File: config.mk
export PLATFORM = sky130hd
export DESIGN_NAME = comparador_conjunto_programable_flat
export DESIGN_NICKNAME = d
export VERILOG_FILES = /design/src/rtl/comparador_pkg.sv /design/src/rtl/comparador_conjunto_programable_if.sv /design/src/rtl/codificador_prioridad.sv /design/src/rtl/comparador_conjunto_programable.sv /design/src/flat_wrapper.sv
export SDC_FILE = /design/constraint.sdc
export NUM_CORES = 1
export LEC_CHECK = 0
export ABC_AREA = 1
export CORE_ASPECT_RATIO = 0.8
export CORE_UTILIZATION = 64
export CTS_CLUSTER_DIAMETER = 100
export DETAILED_ROUTE_END_ITERATION = 6
export DONT_BUFFER_PORTS = 1
export HOLD_SLACK_MARGIN = 0.08
export PLACE_DENSITY = 0.83
export SLEW_MARGIN = 5
export SYNTH_ARGS = -nofsm -noshare
export SYNTH_HDL_FRONTEND = slang
export SYNTH_SLANG_ARGS = --single-unit
File: constraint.sdc
create_clock -name Reloj -period 3.7 [get_ports Reloj]
set_clock_uncertainty 0.1 [all_clocks]
set_input_delay 0.925 -clock Reloj [delete_from_list [all_inputs] [get_ports Reloj]]
set_output_delay 0.925 -clock Reloj [all_outputs]
set_load 0.01 [all_outputs]
File: src/rtl/comparador_pkg.sv
// ----------------------------------------------------------------------------
// comparador_pkg
// Shared constants and types for the programmable set-membership comparator.
//   ANCHO_DEF       : default width of stored values and query input.
//   PROFUNDIDAD_DEF : default number of table entries.
//   entrada_t       : one table entry {valido, dato} at the default width.
// ----------------------------------------------------------------------------
package comparador_pkg;

    localparam int ANCHO_DEF       = 6;
    localparam int PROFUNDIDAD_DEF = 32;

    typedef struct packed {
        logic                 valido;
        logic [ANCHO_DEF-1:0] dato;
    } entrada_t;

endpackage : comparador_pkg

File: src/rtl/comparador_conjunto_programable_if.sv
// ----------------------------------------------------------------------------
// comparador_conjunto_programable_if
// Groups the write, clear and query signals of the comparator.
//   master : drives Escribir/DirEscritura/DatoEscritura/BitValido,
//            BorrarTodo, ConsultaValida/Entrada; observes the results.
//   slave  : the comparator; drives Salida, SalidaValida, Indice, Ocupados.
// ----------------------------------------------------------------------------
interface comparador_conjunto_programable_if
    import comparador_pkg::*;
#(
    parameter int ANCHO       = ANCHO_DEF,
    parameter int PROFUNDIDAD = PROFUNDIDAD_DEF
);
    localparam int ANCHO_IDX = $clog2(PROFUNDIDAD);

    logic                 Escribir;
    logic [ANCHO_IDX-1:0] DirEscritura;
    logic [ANCHO-1:0]     DatoEscritura;
    logic                 BitValido;
    logic                 BorrarTodo;
    logic                 ConsultaValida;
    logic [ANCHO-1:0]     Entrada;
    logic                 Salida;
    logic                 SalidaValida;
    logic [ANCHO_IDX-1:0] Indice;
    logic [ANCHO_IDX:0]   Ocupados;

    modport master (
        output Escribir, DirEscritura, DatoEscritura, BitValido,
        output BorrarTodo, ConsultaValida, Entrada,
        input  Salida, SalidaValida, Indice, Ocupados
    );

    modport slave (
        input  Escribir, DirEscritura, DatoEscritura, BitValido,
        input  BorrarTodo, ConsultaValida, Entrada,
        output Salida, SalidaValida, Indice, Ocupados
    );

endinterface : comparador_conjunto_programable_if

File: src/rtl/codificador_prioridad.sv
// ----------------------------------------------------------------------------
// codificador_prioridad
// Combinational lowest-index priority encoder.
//   coincidencias_i : request/match vector, bit 0 has highest priority.
//   indice_o        : index of the lowest set bit (0 when none set).
//   alguno_o        : 1 when any bit is set.
// ----------------------------------------------------------------------------
module codificador_prioridad #(
    parameter  int N = 32,
    localparam int W = (N > 1) ? $clog2(N) : 1
) (
    input  logic [N-1:0] coincidencias_i,
    output logic [W-1:0] indice_o,
    output logic         alguno_o
);

    // Scan from the top down so the lowest set bit is written last and wins.
    always_comb begin
        indice_o = '0;
        for (int i = N - 1; i >= 0; i--) begin
            if (coincidencias_i[i]) begin
                indice_o = W'(i);
            end
        end
    end

    assign alguno_o = |coincidencias_i;

endmodule : codificador_prioridad

File: src/rtl/comparador_conjunto_programable.sv
// ----------------------------------------------------------------------------
// comparador_conjunto_programable
// Programmable set-membership comparator with a run-time loaded table.
//   Reloj   : clock, all state on the rising edge.
//   Reset_n : asynchronous active-low reset (clears valid bits and outputs).
//   bus     : slave modport carrying write port (Escribir, DirEscritura,
//             DatoEscritura, BitValido), bulk clear (BorrarTodo), query
//             (ConsultaValida, Entrada) and results (Salida, SalidaValida,
//             Indice, Ocupados).
// A query compares Entrada against every valid entry in parallel using the
// table state before the edge; the result is registered one cycle later.
// ----------------------------------------------------------------------------
module comparador_conjunto_programable
    import comparador_pkg::*;
#(
    parameter int ANCHO       = ANCHO_DEF,
    parameter int PROFUNDIDAD = PROFUNDIDAD_DEF
) (
    input  logic                                Reloj,
    input  logic                                Reset_n,
    comparador_conjunto_programable_if.slave    bus
);

    localparam int ANCHO_IDX = $clog2(PROFUNDIDAD);
    localparam int ANCHO_OCU = ANCHO_IDX + 1;

    logic [PROFUNDIDAD-1:0] valido_q, valido_d;
    logic [ANCHO-1:0]       dato_q [PROFUNDIDAD];
    logic [PROFUNDIDAD-1:0] sel_escritura;
    logic [PROFUNDIDAD-1:0] coincidencias;
    logic                   escritura_activa;
    logic                   valido_previo;
    logic [ANCHO_OCU-1:0]   ocupados_q, ocupados_d;
    logic                   salida_q, salida_d;
    logic                   salida_valida_q;
    logic [ANCHO_IDX-1:0]   indice_q, indice_d;
    logic                   alguno;
    logic [ANCHO_IDX-1:0]   indice_cod;

    // Per-entry decode. An out-of-range address matches no entry, so such a
    // write simply has no effect. A same-cycle clear suppresses the write.
    generate
        for (genvar gi = 0; gi < PROFUNDIDAD; gi++) begin : g_entrada
            assign sel_escritura[gi] = bus.Escribir && !bus.BorrarTodo &&
                                       (bus.DirEscritura == ANCHO_IDX'(gi));
            assign valido_d[gi]      = bus.BorrarTodo  ? 1'b0 :
                                       sel_escritura[gi] ? bus.BitValido :
                                       valido_q[gi];
            assign coincidencias[gi] = valido_q[gi] && (dato_q[gi] == bus.Entrada);
        end
    endgenerate

    assign escritura_activa = |sel_escritura;
    assign valido_previo    = |(sel_escritura & valido_q);

    // Data needs no reset: it is only observed through its valid bit.
    always_ff @(posedge Reloj) begin
        for (int i = 0; i < PROFUNDIDAD; i++) begin
            if (sel_escritura[i]) begin
                dato_q[i] <= bus.DatoEscritura;
            end
        end
    end

    codificador_prioridad #(.N(PROFUNDIDAD)) u_codificador (
        .coincidencias_i (coincidencias),
        .indice_o        (indice_cod),
        .alguno_o        (alguno)
    );

    // Occupancy tracks only the valid-bit transition of the single written
    // entry, which keeps it equal to the population count of valido_q.
    always_comb begin
        ocupados_d = ocupados_q;
        if (bus.BorrarTodo) begin
            ocupados_d = '0;
        end else if (escritura_activa && bus.BitValido && !valido_previo) begin
            ocupados_d = ocupados_q + ANCHO_OCU'(1);
        end else if (escritura_activa && !bus.BitValido && valido_previo) begin
            ocupados_d = ocupados_q - ANCHO_OCU'(1);
        end
    end

    // Results hold between queries.
    always_comb begin
        salida_d = salida_q;
        indice_d = indice_q;
        if (bus.ConsultaValida) begin
            salida_d = alguno;
            indice_d = indice_cod;
        end
    end

    always_ff @(posedge Reloj or negedge Reset_n) begin
        if (!Reset_n) begin
            valido_q        <= '0;
            ocupados_q      <= '0;
            salida_q        <= 1'b0;
            salida_valida_q <= 1'b0;
            indice_q        <= '0;
        end else begin
            valido_q        <= valido_d;
            ocupados_q      <= ocupados_d;
            salida_q        <= salida_d;
            salida_valida_q <= bus.ConsultaValida;
            indice_q        <= indice_d;
        end
    end

    assign bus.Salida       = salida_q;
    assign bus.SalidaValida = salida_valida_q;
    assign bus.Indice       = indice_q;
    assign bus.Ocupados     = ocupados_q;

endmodule : comparador_conjunto_programable

File: src/flat_wrapper.sv
// flat-port wrapper written by rule: the top's interface ports become plain ports
module comparador_conjunto_programable_flat import comparador_pkg::*;
#(
    parameter int ANCHO       = ANCHO_DEF,
    parameter int PROFUNDIDAD = PROFUNDIDAD_DEF
)
  (Reloj, Reset_n, bus_Escribir, bus_DirEscritura, bus_DatoEscritura, bus_BitValido, bus_BorrarTodo, bus_ConsultaValida, bus_Entrada, bus_Salida, bus_SalidaValida, bus_Indice, bus_Ocupados);
  comparador_conjunto_programable_if #(.ANCHO(ANCHO), .PROFUNDIDAD(PROFUNDIDAD)) bus_i ();
  input  logic Reloj;
  input  logic Reset_n;
  input wire logic [$bits(bus_i.Escribir)-1:0] bus_Escribir;
  input wire logic [$bits(bus_i.DirEscritura)-1:0] bus_DirEscritura;
  input wire logic [$bits(bus_i.DatoEscritura)-1:0] bus_DatoEscritura;
  input wire logic [$bits(bus_i.BitValido)-1:0] bus_BitValido;
  input wire logic [$bits(bus_i.BorrarTodo)-1:0] bus_BorrarTodo;
  input wire logic [$bits(bus_i.ConsultaValida)-1:0] bus_ConsultaValida;
  input wire logic [$bits(bus_i.Entrada)-1:0] bus_Entrada;
  output wire logic [$bits(bus_i.Salida)-1:0] bus_Salida;
  output wire logic [$bits(bus_i.SalidaValida)-1:0] bus_SalidaValida;
  output wire logic [$bits(bus_i.Indice)-1:0] bus_Indice;
  output wire logic [$bits(bus_i.Ocupados)-1:0] bus_Ocupados;
  assign bus_i.Escribir = bus_Escribir;
  assign bus_i.DirEscritura = bus_DirEscritura;
  assign bus_i.DatoEscritura = bus_DatoEscritura;
  assign bus_i.BitValido = bus_BitValido;
  assign bus_i.BorrarTodo = bus_BorrarTodo;
  assign bus_i.ConsultaValida = bus_ConsultaValida;
  assign bus_i.Entrada = bus_Entrada;
  assign bus_Salida = bus_i.Salida;
  assign bus_SalidaValida = bus_i.SalidaValida;
  assign bus_Indice = bus_i.Indice;
  assign bus_Ocupados = bus_i.Ocupados;
  comparador_conjunto_programable #(.ANCHO(ANCHO), .PROFUNDIDAD(PROFUNDIDAD)) u_core (.Reloj(Reloj), .Reset_n(Reset_n), .bus(bus_i));
endmodule
==> results.yml <==
outcome:
  status: "finished, final reports clean"
floorplan:
  die_h_um: 120
  core.rowCount: 42
  coreArea_um2: 16800
  start_util_pct: 66.3
  io_pins: 36
  die_width_um: 149
  die-area_um2: 17900
routing:
  drt_iter0_markers: 1242
  wl_mm: 29.3
  via_per_inst: 6.21
  num_vias: 8490
  first_pass_iters: 5
  drc_errors: 0
  wl_per_cell_um: 21.4
  ant_nets: 0
yosys:
  synth.largest_area_cell: "edfxtp_1"
  synth_top_family_by_area: "simple AND/OR/NAND/NOR gates"
  syn-cell-area_um2: 11100
  ys.flop_type: "edfxtp_1"
  seq_area_frac_synth_pct: 62.0
  netlist_instances: 1050
  yosys.area_share.simple_pct: 14.6
  synth_edf_count: 192
  yosys_warnings: 0
  yosysTopAreaCellShare_pct: 51.9
  async_flop_share_pct: 19.0
  synthMuxAreaShare_pct: 0
  synth.most_common_cell: "edfxtp_1"
  synth-xor-area-share_pct: 5.83
  yosysUniqueCellTypes: 50
  ys_seq_elements: 237
  synthAdderAreaFrac_pct: 0.630
  synth_common_cells: "edfxtp_1 (192), nand2_1 (173), nor2_1 (122)"
  synth.area.top_cells: "edfxtp_1 (52%), dfrtp_1 (10%), nand2_1 (5.8%)"
  synth_nets: 1078
  synth_compound_area_share_pct: 10.5
  synth.avg_cell_area_um2: 10.6
clock_network:
  root_buffer: "clkbuf_16"
  clk_pin_slew_ns: 0.07
  cts_buffers: 23
  clk_path_buf_depth: 3
  clkLatencyLatePin_ns: 0.51
  ctsHtreeMaxLevel: 1
  clkSinkCount: 237
  cts_tree: "done"
pwr:
  seqPwrFrac_pct: 52.4
  p_clk_share_pct: 39.5
  p_per_area_nw_per_um2: 445
  switching_share_pct: 22.4
  power.switching_mw: 1.27
  combPwrFrac_pct: 8.1
  p_int_mw: 4.42
  p_leak_nw: 4.91
  power.total_mw: 5.69
  peakVddDrop_mv: 0.415
timing:
  period_minus_slack_ns: 3.52
  finalCritPeriodShare_pct: 95.2
  worst-slew-pin-transition_ns: 0.541
  fmax_ghz: 0.284
  holdWs_ns: 0.171
  slew_headroom_pct: 63.6
  finalSetupViolCount: 0
  drv_slew: 0
  hold_violations: 0
placement:
  place_area_um2: 12000
  gp_congestion: 0.920
  io_buffer_count: 0
  dpl.hpwl_mm: 18.1
layout:
  drive_gt1_share_pct: 15.1
  num_antenna_cells: 0
  nFillCells: 1033
  num-nets-final: 1159
  utilization_pct: 76.3
  areaGrowthSynthToFinish_pct: 15.1
  fin_area_um2: 12800
setup_path:
  cp_max_fo: 6
  crit_type: "input pin to flip-flop"
  worstPathRequired_ns: 4.04
  start_kind: "input pin"
  worstPathArrival_ns: 3.86
  end_kind: "flip-flop"
global_routing:
  first_global_vias: 8426
  grt_max_degree: 46
  grt_pass1_wl_mm: 45.2
  antenna_found_initial: 0
  grtUsageTotal_pct: 33.9
  overflow: 0
job:
  maxCapViolCount: 0
min_path:
  min_path_type: "input pin to async pin"
-- metrics by stage --
stage	setup TNS [ns]	setup WS, ns	instances
after floorplan	0	0.00297	1050
after global placement	-0.217	-0.205	1320
after detailed placement	-0.479	-0.307	1320
after CTS	0	0.131	1362
after global routing	-0.00816	-0.00816	1367
final	0	0.178	1367
-- worst max-delay path, stage by stage --
cell and delay [ns]:
inv_4 0.02, nand2_4 0.06, nor2_2 0.05, inv_2 0.10
buf_12 0.12, buf_4 0.11, nor2_4 0.04, a221oi_2 0.26
o211ai_1 0.21, nor2_1 0.13, nand4_1 0.20, nor3_2 0.27
inv_2 0.13, ha_4 0.25, nand3_2 0.07, nand3_2 0.07
nand2_1 0.08, nand2_1 0.07, a21oi_2 0.14, xor2_1 0.17
xor2_1 0.17, nand3_1 0.10, nand2_1 0.10
-- cells by family after synthesis --
logic type / after synthesis
buf+inv: 170
fa+ha+maj: 5
simple gates: 382
flops: 237
compound gates: 182
xor+xnor: 74
-- layout make-up --
class	instances	area, um^2	area share [%]
sequential	237	6890	53.9
clock buffer	32	609	4.76
tap	220	275	2.15
timing repair buffer	94	797	6.23
clock inverter	9	90.1	0.704
inverter	132	500	3.91
multi-input combinational	643	3630	28.4
-- power groups by stage --
stage / clock network [mW] / registers (mW) / logic, mW
2_1_floorplan: 0 / 3.02 / 0.319
3_3_place_gp: 0 / 3.03 / 0.406
3_5_place_dp: 0 / 3.03 / 0.431
4_1_cts: 2.24 / 2.98 / 0.450
5_1_grt: 2.34 / 2.98 / 0.498
6_report: 2.25 / 2.98 / 0.461
-- flip-flops by register name (all words and copies together), names as in the netlist --
signal and cells:
u_core.bus.Salida 1, u_core.valido_q 32, u_core.bus.Indice 5, u_core.bus.Ocupados 6
u_core.dato_q 192, u_core.bus.SalidaValida 1
-- what timing repair did --
action	CTS	global route
hold endpoints to repair	45	0
hold buffers	1	0
setup buffers	0	5
gates resized for setup	0	4
setup endpoints to repair	0	1
-- final timing paths --
| kind | from | endpoint | slack (ns) | cells after the start |
|---|---|---|---|---|
| min | Reset_n | u_core.valido_q[16] | 0.17 | 1 |
| min in group Reloj | bus_ConsultaValida | u_core.bus.SalidaValida | 0.34 | 0 |
| max reg2reg | u_core.valido_q[30] | u_core.bus.Indice[0] | 0.54 | 37 |
| max | bus_BorrarTodo | u_core.bus.Ocupados[5] | 0.18 | 23 |
| min reg2reg | u_core.valido_q[31] | u_core.valido_q[31] | 0.42 | 2 |
| max in group asynchronous | Reset_n | u_core.bus.Ocupados[5] | 3.09 | 1 |
-- metal layers --
| metal | vias up | GRT usage (%) | share of wire (%) |
|---|---|---|---|
| met5 | - | 0 | 0 |
| met4 | 0 | 13.8 | 3.6 |
| met3 | 96 | 5.10 | 11 |
| met2 | 574 | 54.3 | 47 |
| met1 | 4034 | 47.0 | 38 |
| li1 | 3786 | - | - |
-- cells in the final DEF (no fill, tap or decap), drive strengths merged, types with 4 or more instances in the layout --
cell / count
o21ai: 49
nor2: 123
nand4: 11
inv: 132
nor4: 17
or2: 10
ha: 4
nand3: 36
nand2: 174
buf: 93
o211ai: 15
clkbuf: 33
edfxtp: 192
clkinv: 7
a21oi: 47
dfrtp: 45
xnor2: 28
xor2: 46
a22o: 7
a221oi: 11
nor3: 7
o22ai: 20
o2111ai: 13
Power figures use the tool's default switching activity.
